<file path="src/rtl/axis_delta_sigma_input_pkg.sv">
// Shared defaults and helpers for the delta-sigma AXIS capture block.
//   DEF_DATA_WIDTH  : default tdata width
//   DEF_DEC_LEN     : default number of modulator bits per output word
//   DEF_SYNC_STAGES : default synchronizer depth
//   cnt_width()     : width of the in-window bit counter for a given DEC_LEN
`timescale 1ns/1ps
package axis_ds_pkg;

    localparam int DEF_DATA_WIDTH  = 8;
    localparam int DEF_DEC_LEN     = 255;
    localparam int DEF_SYNC_STAGES = 2;

    // Counter only needs to reach DEC_LEN-1 before wrapping.
    function automatic int cnt_width(input int dec_len);
        return $clog2(dec_len);
    endfunction

endpackage

</file>
<file path="src/rtl/axis_delta_sigma_input_if.sv">
// AXI4-Stream bus carrying decimated words (no tlast/tkeep).
//   tvalid : word present (master -> slave)
//   tready : slave can accept (slave -> master)
//   tdata  : ones count of one window (master -> slave)
// Handshake: a word transfers on every rising clock edge where tvalid and
// tready are both 1. Once tvalid is raised, it and tdata stay unchanged until
// that transfer happens; tready may change freely.
`timescale 1ns/1ps
interface axis_delta_sigma_input_if #(
    parameter int DATA_WIDTH = 8
) ();
    logic                  tvalid;
    logic                  tready;
    logic [DATA_WIDTH-1:0] tdata;

    modport master (output tvalid, output tdata, input tready);
    modport slave  (input tvalid, input tdata, output tready);
endinterface

</file>
<file path="src/rtl/axis_delta_sigma_input_edge_sync.sv">
// ds_edge_sync: brings the modulator clock and data into the aclk domain.
//   clk_i        : system clock (aclk)
//   rst_ni       : synchronous active-low reset
//   ds_clk_i     : asynchronous modulator bit clock
//   ds_data_i    : modulator bit, stable around ds_clk_i rising edge
//   sample_stb_o : one-cycle pulse, SYNC_STAGES+1 cycles after a ds_clk_i rise
//   sample_bit_o : modulator bit belonging to that pulse
`timescale 1ns/1ps
module ds_edge_sync #(
    parameter int SYNC_STAGES = 2
) (
    input  logic clk_i,
    input  logic rst_ni,
    input  logic ds_clk_i,
    input  logic ds_data_i,
    output logic sample_stb_o,
    output logic sample_bit_o
);

    // Clock and data go through chains of equal depth so the data sampled at
    // the detected edge is the bit the modulator presented at its rising edge.
    logic [SYNC_STAGES-1:0] clk_sync_q;
    logic [SYNC_STAGES-1:0] data_sync_q;
    logic                   clk_prev_q;
    logic                   stb_q;
    logic                   bit_q;
    logic                   stb_d;
    logic                   bit_d;

    always_comb begin
        stb_d = clk_sync_q[SYNC_STAGES-1] & ~clk_prev_q;
        bit_d = data_sync_q[SYNC_STAGES-1];
    end

    always_ff @(posedge clk_i) begin
        if (!rst_ni) begin
            clk_sync_q  <= '0;
            data_sync_q <= '0;
            clk_prev_q  <= 1'b0;
            stb_q       <= 1'b0;
            bit_q       <= 1'b0;
        end else begin
            clk_sync_q  <= {clk_sync_q[SYNC_STAGES-2:0], ds_clk_i};
            data_sync_q <= {data_sync_q[SYNC_STAGES-2:0], ds_data_i};
            clk_prev_q  <= clk_sync_q[SYNC_STAGES-1];
            stb_q       <= stb_d;
            bit_q       <= bit_d;
        end
    end

    assign sample_stb_o = stb_q;
    assign sample_bit_o = bit_q;

endmodule

</file>
<file path="src/rtl/axis_delta_sigma_input.sv">
// axis_delta_sigma_input: sinc1 decimator for a 1-bit delta-sigma stream.
// Counts ones over contiguous DEC_LEN-bit windows and presents each count as
// one AXI4-Stream word through a single-entry output register.
//   m_axis_aclk    : system clock, rising edge
//   m_axis_aresetn : synchronous active-low reset
//   ds_clk_i       : modulator bit clock (async, <= aclk/4)
//   ds_data_i      : modulator bit
//   enable         : 1 = acquire, 0 = keep the decimator cleared
//   m_axis         : AXIS master (tvalid/tready/tdata)
`timescale 1ns/1ps
module axis_delta_sigma_input
    import axis_ds_pkg::*;
#(
    parameter int DATA_WIDTH  = DEF_DATA_WIDTH,
    parameter int DEC_LEN     = DEF_DEC_LEN,
    parameter int SYNC_STAGES = DEF_SYNC_STAGES
) (
    input  logic                     m_axis_aclk,
    input  logic                     m_axis_aresetn,
    input  logic                     ds_clk_i,
    input  logic                     ds_data_i,
    input  logic                     enable,
    axis_delta_sigma_input_if.master m_axis
);

    localparam int CNT_W = cnt_width(DEC_LEN);

    logic                  sample_stb;
    logic                  sample_bit;

    logic [CNT_W-1:0]      cnt_q, cnt_d;
    logic [DATA_WIDTH-1:0] acc_q, acc_d;
    logic [DATA_WIDTH-1:0] tdata_q, tdata_d;
    logic                  tvalid_q, tvalid_d;

    logic                  take;
    logic                  last;
    logic                  out_free;
    logic [DATA_WIDTH-1:0] result;

    ds_edge_sync #(
        .SYNC_STAGES (SYNC_STAGES)
    ) u_edge_sync (
        .clk_i        (m_axis_aclk),
        .rst_ni       (m_axis_aresetn),
        .ds_clk_i     (ds_clk_i),
        .ds_data_i    (ds_data_i),
        .sample_stb_o (sample_stb),
        .sample_bit_o (sample_bit)
    );

    always_comb begin
        acc_d    = acc_q;
        cnt_d    = cnt_q;
        tdata_d  = tdata_q;
        tvalid_d = tvalid_q;

        take     = sample_stb & enable;
        last     = take && (cnt_q == CNT_W'(DEC_LEN - 1));
        // DEC_LEN <= 2**DATA_WIDTH-1, so the sum including the last bit fits.
        result   = acc_q + DATA_WIDTH'(sample_bit);
        // Output slot is free when empty or being emptied this very cycle.
        out_free = !tvalid_q || m_axis.tready;

        if (!enable) begin
            acc_d = '0;
            cnt_d = '0;
        end else if (take) begin
            if (last) begin
                acc_d = '0;
                cnt_d = '0;
            end else begin
                acc_d = result;
                cnt_d = cnt_q + CNT_W'(1);
            end
        end

        // A finished window that finds the slot occupied is dropped so that
        // the pending word stays stable.
        if (last && out_free) begin
            tdata_d  = result;
            tvalid_d = 1'b1;
        end else if (tvalid_q && m_axis.tready) begin
            tvalid_d = 1'b0;
        end
    end

    always_ff @(posedge m_axis_aclk) begin
        if (!m_axis_aresetn) begin
            acc_q    <= '0;
            cnt_q    <= '0;
            tdata_q  <= '0;
            tvalid_q <= 1'b0;
        end else begin
            acc_q    <= acc_d;
            cnt_q    <= cnt_d;
            tdata_q  <= tdata_d;
            tvalid_q <= tvalid_d;
        end
    end

    assign m_axis.tvalid = tvalid_q;
    assign m_axis.tdata  = tdata_q;

endmodule

</file>
<file path="src/flat_wrapper.sv">
// flat-port wrapper written by rule: the top's interface ports become plain ports
module axis_delta_sigma_input_flat import axis_ds_pkg::*;
#(
    parameter int DATA_WIDTH  = DEF_DATA_WIDTH,
    parameter int DEC_LEN     = DEF_DEC_LEN,
    parameter int SYNC_STAGES = DEF_SYNC_STAGES
)
  (m_axis_aclk, m_axis_aresetn, ds_clk_i, ds_data_i, enable, m_axis_tvalid, m_axis_tdata, m_axis_tready);
  axis_delta_sigma_input_if #(.DATA_WIDTH(DATA_WIDTH)) m_axis_i ();
  input  logic m_axis_aclk;
  input  logic m_axis_aresetn;
  input  logic ds_clk_i;
  input  logic ds_data_i;
  input  logic enable;
  output wire logic [$bits(m_axis_i.tvalid)-1:0] m_axis_tvalid;
  output wire logic [$bits(m_axis_i.tdata)-1:0] m_axis_tdata;
  input wire logic [$bits(m_axis_i.tready)-1:0] m_axis_tready;
  assign m_axis_tvalid = m_axis_i.tvalid;
  assign m_axis_tdata = m_axis_i.tdata;
  assign m_axis_i.tready = m_axis_tready;
  axis_delta_sigma_input #(.DATA_WIDTH(DATA_WIDTH), .DEC_LEN(DEC_LEN), .SYNC_STAGES(SYNC_STAGES)) u_core (.m_axis_aclk(m_axis_aclk), .m_axis_aresetn(m_axis_aresetn), .ds_clk_i(ds_clk_i), .ds_data_i(ds_data_i), .enable(enable), .m_axis(m_axis_i));
endmodule
</file>
<file path="config.mk">
export PLATFORM = sky130hd
export DESIGN_NAME = axis_delta_sigma_input_flat
export DESIGN_NICKNAME = d
export VERILOG_FILES = /design/src/rtl/axis_delta_sigma_input_pkg.sv /design/src/rtl/axis_delta_sigma_input_if.sv /design/src/rtl/axis_delta_sigma_input_edge_sync.sv /design/src/rtl/axis_delta_sigma_input.sv /design/src/flat_wrapper.sv
export SDC_FILE = /design/constraint.sdc
export NUM_CORES = 1
export LEC_CHECK = 0
export CAP_MARGIN = 0
export CORE_MARGIN = 1.5
export CORE_UTILIZATION = 40
export DETAILED_ROUTE_END_ITERATION = 7
export GPL_TIMING_DRIVEN = 0
export MAX_ROUTING_LAYER = met4
export PLACE_DENSITY = 0.6
export SYNTH_ARGS = -nofsm -noshare
export SYNTH_HDL_FRONTEND = slang
export SYNTH_SLANG_ARGS = --single-unit
</file>
<file path="constraint.sdc">
create_clock -name m_axis_aclk -period 2.3 [get_ports m_axis_aclk]
set_clock_uncertainty 0.05 [all_clocks]
set_input_delay 0.345 -clock m_axis_aclk [delete_from_list [all_inputs] [get_ports m_axis_aclk]]
set_output_delay 0.345 -clock m_axis_aclk [all_outputs]
set_load 0.03 [all_outputs]
</file>
; ---- After elaboration in Yosys (flattened, before gate mapping)
; Index checks and enable logic that the tools add are counted.
[totals]
register_bits = 32
inputBits = 6
word_cells = 26
[classes]
n_addsub = 2
eq_ne = 1
mux = 4
bitwise_logic = 3
reduce_logical = 7
[op_table]
columns = cell, count
row1 = $mux W8, 2
row2 = $add A8 B1 Y8, 1
row3 = $add A8 B1 Y8 const B, 1
row4 = $eq A8 B8 Y1 const B, 1
row5 = $logic_and A1 B1 Y1, 3
row6 = $and A1 B1 Y1, 2
row7 = $mux W1, 2
row8 = $reduce_and A2 Y1, 1
row9 = $reduce_bool A2 Y1, 1
row10 = $logic_not A1 Y1, 1
row11 = $logic_or A1 B1 Y1, 1
row12 = $not A1 Y1, 1

; ---- Longest topological paths before layout
; Gate-level depths: netlist of run 1.
[depth]
depth_word = 4
mapped_depth = 7
depth_no_buf = 6

; ---- By module
; Synthesis of run 1 repeated with hierarchy kept, for this count alone.
[hier_totals]
cells_unflattened = 140
hier_area_um2 = 1372.6
[modules_own_cells]
columns = mod, instances, cells_each, area_per_inst_um2, seq_area_each_um2
row1 = axis_delta_sigma_input, 1, 126, 1178.6, 500.5
row2 = ds_edge_sync, 1, 14, 193.9, 140.1

; ---- Least setup slack after synthesis of run 1
; No wires, ideal clock.
[synth_timing]
path_kind = reg-to-reg
from = register u_core.cnt_q[0]
to = register u_core.tdata_q[0], in the netlist u_core.m_axis.tdata[0]
arrival_ns = 1.454
required_time_ns = 2.134
setup_slack_ns = 0.680
path_stages_with_launch = 7
n_path_buf = 0
period_less_slack_ns = 1.620
path_cell_list = dfxtp_1 inv_1 ha_1 nand3_1 nor4_4 mux2i_1 nor2b_1
[synth_via]
elab_chain_len = 3
[synth_lines]
columns = element, line_no
row1 = from (decl), axis_delta_sigma_input.sv:31  ; logic [CNT_W-1:0] cnt_q, cnt_d;
row2 = from (signal assigned), axis_delta_sigma_input.sv:96  ; cnt_q <= cnt_d;
row3 = $eq A8 B8 Y1, axis_delta_sigma_input.sv:59  ; last = take && (cnt_q == CNT_W'(DEC_LEN - 1));
row4 = $logic_and A1 B1 Y1, axis_delta_sigma_input.sv:59
row5 = $logic_and A1 B1 Y1, axis_delta_sigma_input.sv:80  ; if (last && out_free) begin
row6 = to (signal assigned), axis_delta_sigma_input.sv:97  ; tdata_q <= tdata_d;
row7 = to (decl), axis_delta_sigma_input.sv:33  ; logic [DATA_WIDTH-1:0] tdata_q, tdata_d;
; Every way passes these cells.
; A chain may end at the register's enable or synchronous reset.

; ---- Final worst setup path of run 1
[layout_timing]
from = register u_core.cnt_q[0]
to = register u_core.tdata_q[1], in the netlist u_core.m_axis.tdata[1]
; The elaborated chain is that of the path after synthesis.

==> results of run 1 <==
[synthesized netlist by cell type (2+ instances only)]
cell type / n
a211o_1: 2
a21oi_1: 6
a22oi_1: 2
a2bb2oi_1: 2
and2_1: 7
and3_1: 2
clkbuf_1: 3
dfxtp_1: 32
ha_1: 4
mux2i_1: 3
nand2_1: 12
nand2b_1: 2
nand3_1: 7
nor2_1: 15
nor2b_1: 3
nor3_1: 6
nor4_4: 2
o211a_1: 3
o21ai_0: 8
xnor2_1: 6
xor2_1: 3
[kinds of logic (layout without fill, tap and decap cells)]
family	count (synthesis)	in the layout	synth area share
AND/OR/NAND/NOR	62	62	0.2662
flip-flops	32	32	0.4798
AO/OA/AOI/OAI	25	25	0.1237
XOR/XNOR	9	9	0.05905
adder cells (fa/ha/maj)	4	4	0.03749
buffers and inverters	4	26	0.01124
multiplexers	3	3	0.02249
[registers in the layout, indices dropped and copies added (netlist names)]
name and flops:
u_core.m_axis.tdata 8, u_core.cnt_q 8, u_core.u_edge_sync.clk_sync_q 2, u_core.u_edge_sync.sample_stb_o 1, u_core.u_edge_sync.data_sync_q 2, u_core.u_edge_sync.clk_prev_q 1, u_core.m_axis.tvalid 1, u_core.acc_q 8
u_core.u_edge_sync.sample_bit_o 1
[critical path, cell delays in order, from the launching register on]
cell and delay [ns]:
dfxtp_1 0.34, inv_1 0.09, ha_1 0.16, nand3_1 0.22, nor4_4 0.57, mux2i_1 0.25, nor2b_1 0.06
[per-layer routing]
layer | part of all wire | vias up | track usage
li1 | - | 525 | -
met1 | 0.49 | 465 | 0.2177
met2 | 0.44 | 26 | 0.2673
met3 | 0.050 | 6 | 0.06610
met4 | 0.022 | 0 | 0.08075
met5 | 0 | - | -
[worst paths after layout]
check	startpoint	endpoint	slack (ns)	depth (start not counted)
hold / removal	u_core.u_edge_sync.clk_prev_q	u_core.u_edge_sync.sample_stb_o	0.34	1
setup reg to reg	u_core.cnt_q[0]	u_core.m_axis.tdata[1]	0.46	6
hold reg to reg	u_core.u_edge_sync.clk_prev_q	u_core.u_edge_sync.sample_stb_o	0.34	1
setup / recovery	u_core.cnt_q[0]	u_core.m_axis.tdata[1]	0.46	6
[power by group through the flow]
stage | Clock [mW] | Sequential, mW | Combinational [mW]
global route | 0.456 | 0.560 | 0.0316
finish | 0.414 | 0.560 | 0.0280
global placement | 0 | 0.572 | 0.0276
detailed placement | 0 | 0.573 | 0.0282
CTS | 0.429 | 0.560 | 0.0284
floorplan | 0 | 0.572 | 0.0133
[area by class of cell]
| type | count | area share |
|---|---|---|
| buffer | 3 | 0.007009 |
| clock buffer | 6 | 0.02570 |
| clock inverter | 2 | 0.02181 |
| inverter | 1 | 0.002336 |
| multi-input combinational | 103 | 0.4229 |
| sequential | 32 | 0.3988 |
| tap | 44 | 0.03427 |
| timing repair buffer | 14 | 0.08723 |
[through the flow]
stage / hold slack, ns / utilization / total power [mW]
final: 0.3369 / 0.5177 / 1.002
after global routing: 0.3507 / 0.5177 / 1.048
after CTS: 0.3366 / 0.5177 / 1.017
after detailed placement: 0.3234 / 0.4931 / 0.6008
after global placement: 0.3215 / 0.4931 / 0.6001
after floorplan: 0.3174 / - / 0.5855
==> impl_metrics.yaml, run 1 <==
floorplanning:
  die_x_um: 60.77
  die_y_um: 60.77
  num_io_pins: 15
  start_util: 0.4302
  core_mm2: 0.003103
  die_area_mm2: 0.003693
  rows: 20
route:
  num_vias: 1022
  drtIter0Drc: 31
  avgViaCountPerCell: 4.985
  wl_mm: 2.500
  antenna_left: 0
  wl_per_cell_um: 12.20
  route.detailed.drc: 0
  firstDrtPassIters: 4
status:
  status: "finished, final reports clean"
critical_path:
  worstSetupPathType: "register to register"
  cp_max_fo: 8
  cp_data_required_time_ns: 2.48
  crit_path_start_kind: "register"
  cp-end-kind: "register"
  cp.arrival_ns: 2.02
final_layout:
  mostFrequentLayoutCells: "dfxtp_1, nor2_1, clkdlybuf4s50_1, nand2_1, o21ai_0"
  multi_input_comb_area_um2: 679.4
  register_area_um2: 640.6
  n_antenna_cell: 0
  finalNetCount: 170
  n_fill_cell: 318
  layout-drive-gt1-share: 0.07453
  stdcell_count: 205
  final_area_mm2: 0.001607
  final_common_cell: "dfxtp_1"
  area_growth_pct: 20.34
grt:
  grt_pass1_vias: 1047
  grt_overflow: 0
  grt_max_degree: 11
  grt_pass1_wl_mm: 4.574
  track_usage: 0.1800
  antenna_found_initial: 0
power_and_ir_drop:
  swShare: 0.2022
  cellPowerDensity_mw_per_mm2: 623.8
  combinationalPowerShare: 0.028
  peakVddDrop_uv: 362.1
  leakage_nw: 0.6109
  power.switching_mw: 0.2027
  intPower_mw: 0.7995
  p_seq_frac: 0.558
  clkPwrFrac: 0.414
sta:
  worstMarginPinSlew_ns: 0.5173
  rsz0062_at_grt: "no"
  setup_viol: 0
  setup_slack_ns: 0.4554
  fin_tns_setup_ns: 0
  maxSlewHeadroom: 0.6526
  period_share: 0.8020
  slew_violations: 0
  fmax_ghz: 0.5421
  hold_violations: 0
  period_needed_ns: 1.845
synth:
  yosysTopAreaCell: "dfxtp_1"
  ys_ff_latch: 32
  synth-edff-count: 0
  ys_types: 30
  synth_async_sr_flop_share: 0
  synth_cells: 139
  synth_top_area_frac: 0.4799
  synth_nets: 149
  synth_warnings: 0
  post_synth.cell_area_avg_um2: 9.605
  ys.flop_type: "dfxtp_1"
  synth_area_mm2: 0.001335
  synthTopCellsByArea: "dfxtp_1, nor2_1, xnor2_1"
  seq_area_frac_synth: 0.4799
placement:
  placedInstanceArea_mm2: 0.001530
  port_buffers: 14
  place_inst: 197
  gp_congestion: 0.8334
  hpwl_mm: 1.859
  pre_cts_slack_ns: 0.2755
cts:
  clockBufferDepth: 2
  clk_pin_slew_ns: 0.09
  cts-buffers-inserted: 5
  tritoncts: "yes"
  root_buffer: "clkbuf_4"
  htreeDepth: 2
  cts_setup_buffers: 0
  cts_resized: 0
  clk_latency_ns: 0.33
  hold_buffers: 0
  cts.sinks: 32
flow_run:
  maxCapViolations: 0
worst_hold_path:
  worst_hold_path_type: "register to register"
No activity file was read; power rests on OpenSTA's default activity.
==> run 2, diff against run 1 <==
==> constraint.sdc (replaced) <==
create_clock -name m_axis_aclk -period 1.86 [get_ports m_axis_aclk]
set_clock_uncertainty 0.05 [all_clocks]
set_input_delay 0.279 -clock m_axis_aclk [delete_from_list [all_inputs] [get_ports m_axis_aclk]]
set_output_delay 0.279 -clock m_axis_aclk [all_outputs]
set_load 0.03 [all_outputs]
==> run 2 against run 1 <==
Critical path depth is 1 higher. Combinational power grew 24%. Count of clock-buffer cells in the layout unchanged. Critical path type unchanged. Largest cell class unchanged. Highest routed layer unchanged.
==> impl_metrics.yaml, run 2 (synthesis gave the netlist of run 1 again) <==
critical_path:
  r2r-end: "u_core.m_axis.tdata[1]"
  crit_start: "u_core.cnt_q[0]"
  crit_path_start_kind: "register"
  cp.arrival_ns: 1.88
  path_depth: 7
  critPathMaxStageDelay_ns: 0.34
  r2r_cells: 7
  rr_startpoint: "u_core.cnt_q[0]"
  cp_data_required_time_ns: 2.04
  critPathBufInv: 2
  path_delay_family: "simple AND/OR/NAND/NOR gates"
  cp-endpoint: "u_core.m_axis.tdata[1]"
  reg2reg_slack_ns: 0.15
  cp-end-kind: "register"
  cp_max_fo: 7
  cpMaxStageDelayCell: "dfxtp_1"
  worstSetupPathType: "register to register"
  cp_cell_sequence: "inv_1, ha_1, nand3_2, nor4_4, buf_4, mux2i_1, nor2b_1"
final_layout:
  finalNetCount: 171
  area_growth_pct: 21.65
  final_common_cell: "dfxtp_1"
  fin_util: 0.5234
  n_antenna_cell: 0
  layout-drive-gt1-share: 0.09259
  final_area_mm2: 0.001624
  n_fill_cell: 318
  mostFrequentLayoutCells: "dfxtp_1, nor2_1, clkdlybuf4s50_1, nand2_1, o21ai_0"
flow_run:
  maxCapViolations: 0
power_and_ir_drop:
  p_seq_frac: 0.559
  cellPowerDensity_mw_per_mm2: 762.6
  intPower_mw: 0.9886
  peakVddDrop_uv: 447.9
  combinationalPowerShare: 0.028
  leakage_nw: 0.6164
  fin_total_pwr_mw: 1.238
  power.switching_mw: 0.2498
  clkPwrFrac: 0.413
  swShare: 0.2017
sta:
  setup_viol: 0
  maxSlewHeadroom: 0.7111
  period_share: 0.9172
  rsz0062_at_grt: "no"
  hold_ws_ns: 0.3369
  fin_tns_setup_ns: 0
  worstMarginPinSlew_ns: 0.4334
  fmax_ghz: 0.5862
  slew_violations: 0
  hold_violations: 0
  period_needed_ns: 1.706
route:
  antenna_left: 0
  route.detailed.drc: 0
  firstDrtPassIters: 4
  wl_per_cell_um: 12.23
  drtIter0Drc: 27
  avgViaCountPerCell: 4.990
  num_vias: 1028
  wl_mm: 2.520
cts:
  tritoncts: "yes"
  clockBufferDepth: 2
  clk_latency_ns: 0.33
  root_buffer: "clkbuf_4"
  clk_pin_slew_ns: 0.09
  cts-buffers-inserted: 5
  cts.sinks: 32
  htreeDepth: 2
floorplanning:
  rows: 20
  die_x_um: 60.77
  core_mm2: 0.003103
  num_io_pins: 15
  die_area_mm2: 0.003693
  start_util: 0.4302
  die_y_um: 60.77
placement:
  hpwl_mm: 1.859
  port_buffers: 14
  gp_congestion: 0.8334
  placedInstanceArea_mm2: 0.001530
grt:
  grt_overflow: 0
  track_usage: 0.1800
  grt_max_degree: 11
  antenna_found_initial: 0
  grt_pass1_wl_mm: 4.574
  grt_pass1_vias: 1047
status:
  status: "finished, final reports clean"
worst_hold_path:
  worst_hold_path_type: "register to register"
## run 2: cell types whose count changed in the layout (fill, tap and decap cells not counted), sizes merged
| cell | previous run | this run |
|---|---|---|
| buf | 0 | 1 |
## run 2: what timing repair did
item	in CTS	in global routing
setup buffers	0	1
endpoints found under the setup margin	0	11
gates resized for setup	0	2
hold buffers	0	0
## run 2: layout make-up
cell class | count | area (µm²) | share of cell area
multi-input combinational | 103 | 689.4 | 0.4245
clock buffer | 6 | 41.29 | 0.02542
timing repair buffer | 15 | 147.6 | 0.09091
inverter | 1 | 3.754 | 0.002311
tap | 44 | 55.05 | 0.03390
clock inverter | 2 | 35.03 | 0.02157
sequential | 32 | 640.6 | 0.3945
buffer | 3 | 11.26 | 0.006934
## run 2: worst min path at each step
stage | depth (start not counted) | start | slack [ns] | endpoint
after floorplan | 1 | u_core.u_edge_sync.clk_prev_q | 0.32 | u_core.u_edge_sync.sample_stb_o
after global routing | 1 | u_core.u_edge_sync.clk_prev_q | 0.35 | u_core.u_edge_sync.sample_stb_o
after detailed placement | 1 | u_core.u_edge_sync.clk_prev_q | 0.32 | u_core.u_edge_sync.sample_stb_o
final | 1 | u_core.u_edge_sync.clk_prev_q | 0.34 | u_core.u_edge_sync.sample_stb_o
after CTS | 1 | u_core.u_edge_sync.clk_prev_q | 0.34 | u_core.u_edge_sync.sample_stb_o
after global placement | 1 | u_core.u_edge_sync.clk_prev_q | 0.32 | u_core.u_edge_sync.sample_stb_o
## run 2: power by group through the flow
stage / combinational [mW] / clock, mW / sequential (mW)
3_5_place_dp: 0.0349 / 0 / 0.708
4_1_cts: 0.0351 / 0.530 / 0.692
3_3_place_gp: 0.0341 / 0 / 0.708
5_1_grt: 0.0392 / 0.564 / 0.693
6_report: 0.0348 / 0.512 / 0.692
2_1_floorplan: 0.0165 / 0 / 0.708
## run 2: routing by layer
layer / part of all wire / up-vias / GRT usage / routed length [µm]
met4: 0.021 / 0 / 0.08075 / 54
met1: 0.49 / 471 / 0.2177 / 1243
met3: 0.044 / 6 / 0.06610 / 110
met5: 0 / - / - / 0
li1: - / 531 / - / -
met2: 0.44 / 20 / 0.2673 / 1112
## run 2: metrics by stage
step,setup slack (ns),cells
after floorplan,0.2396,139
after global placement,-0.04917,197
after detailed placement,-0.09847,197
after CTS,0.02006,205
after global routing,0.06669,206
final,0.1540,206
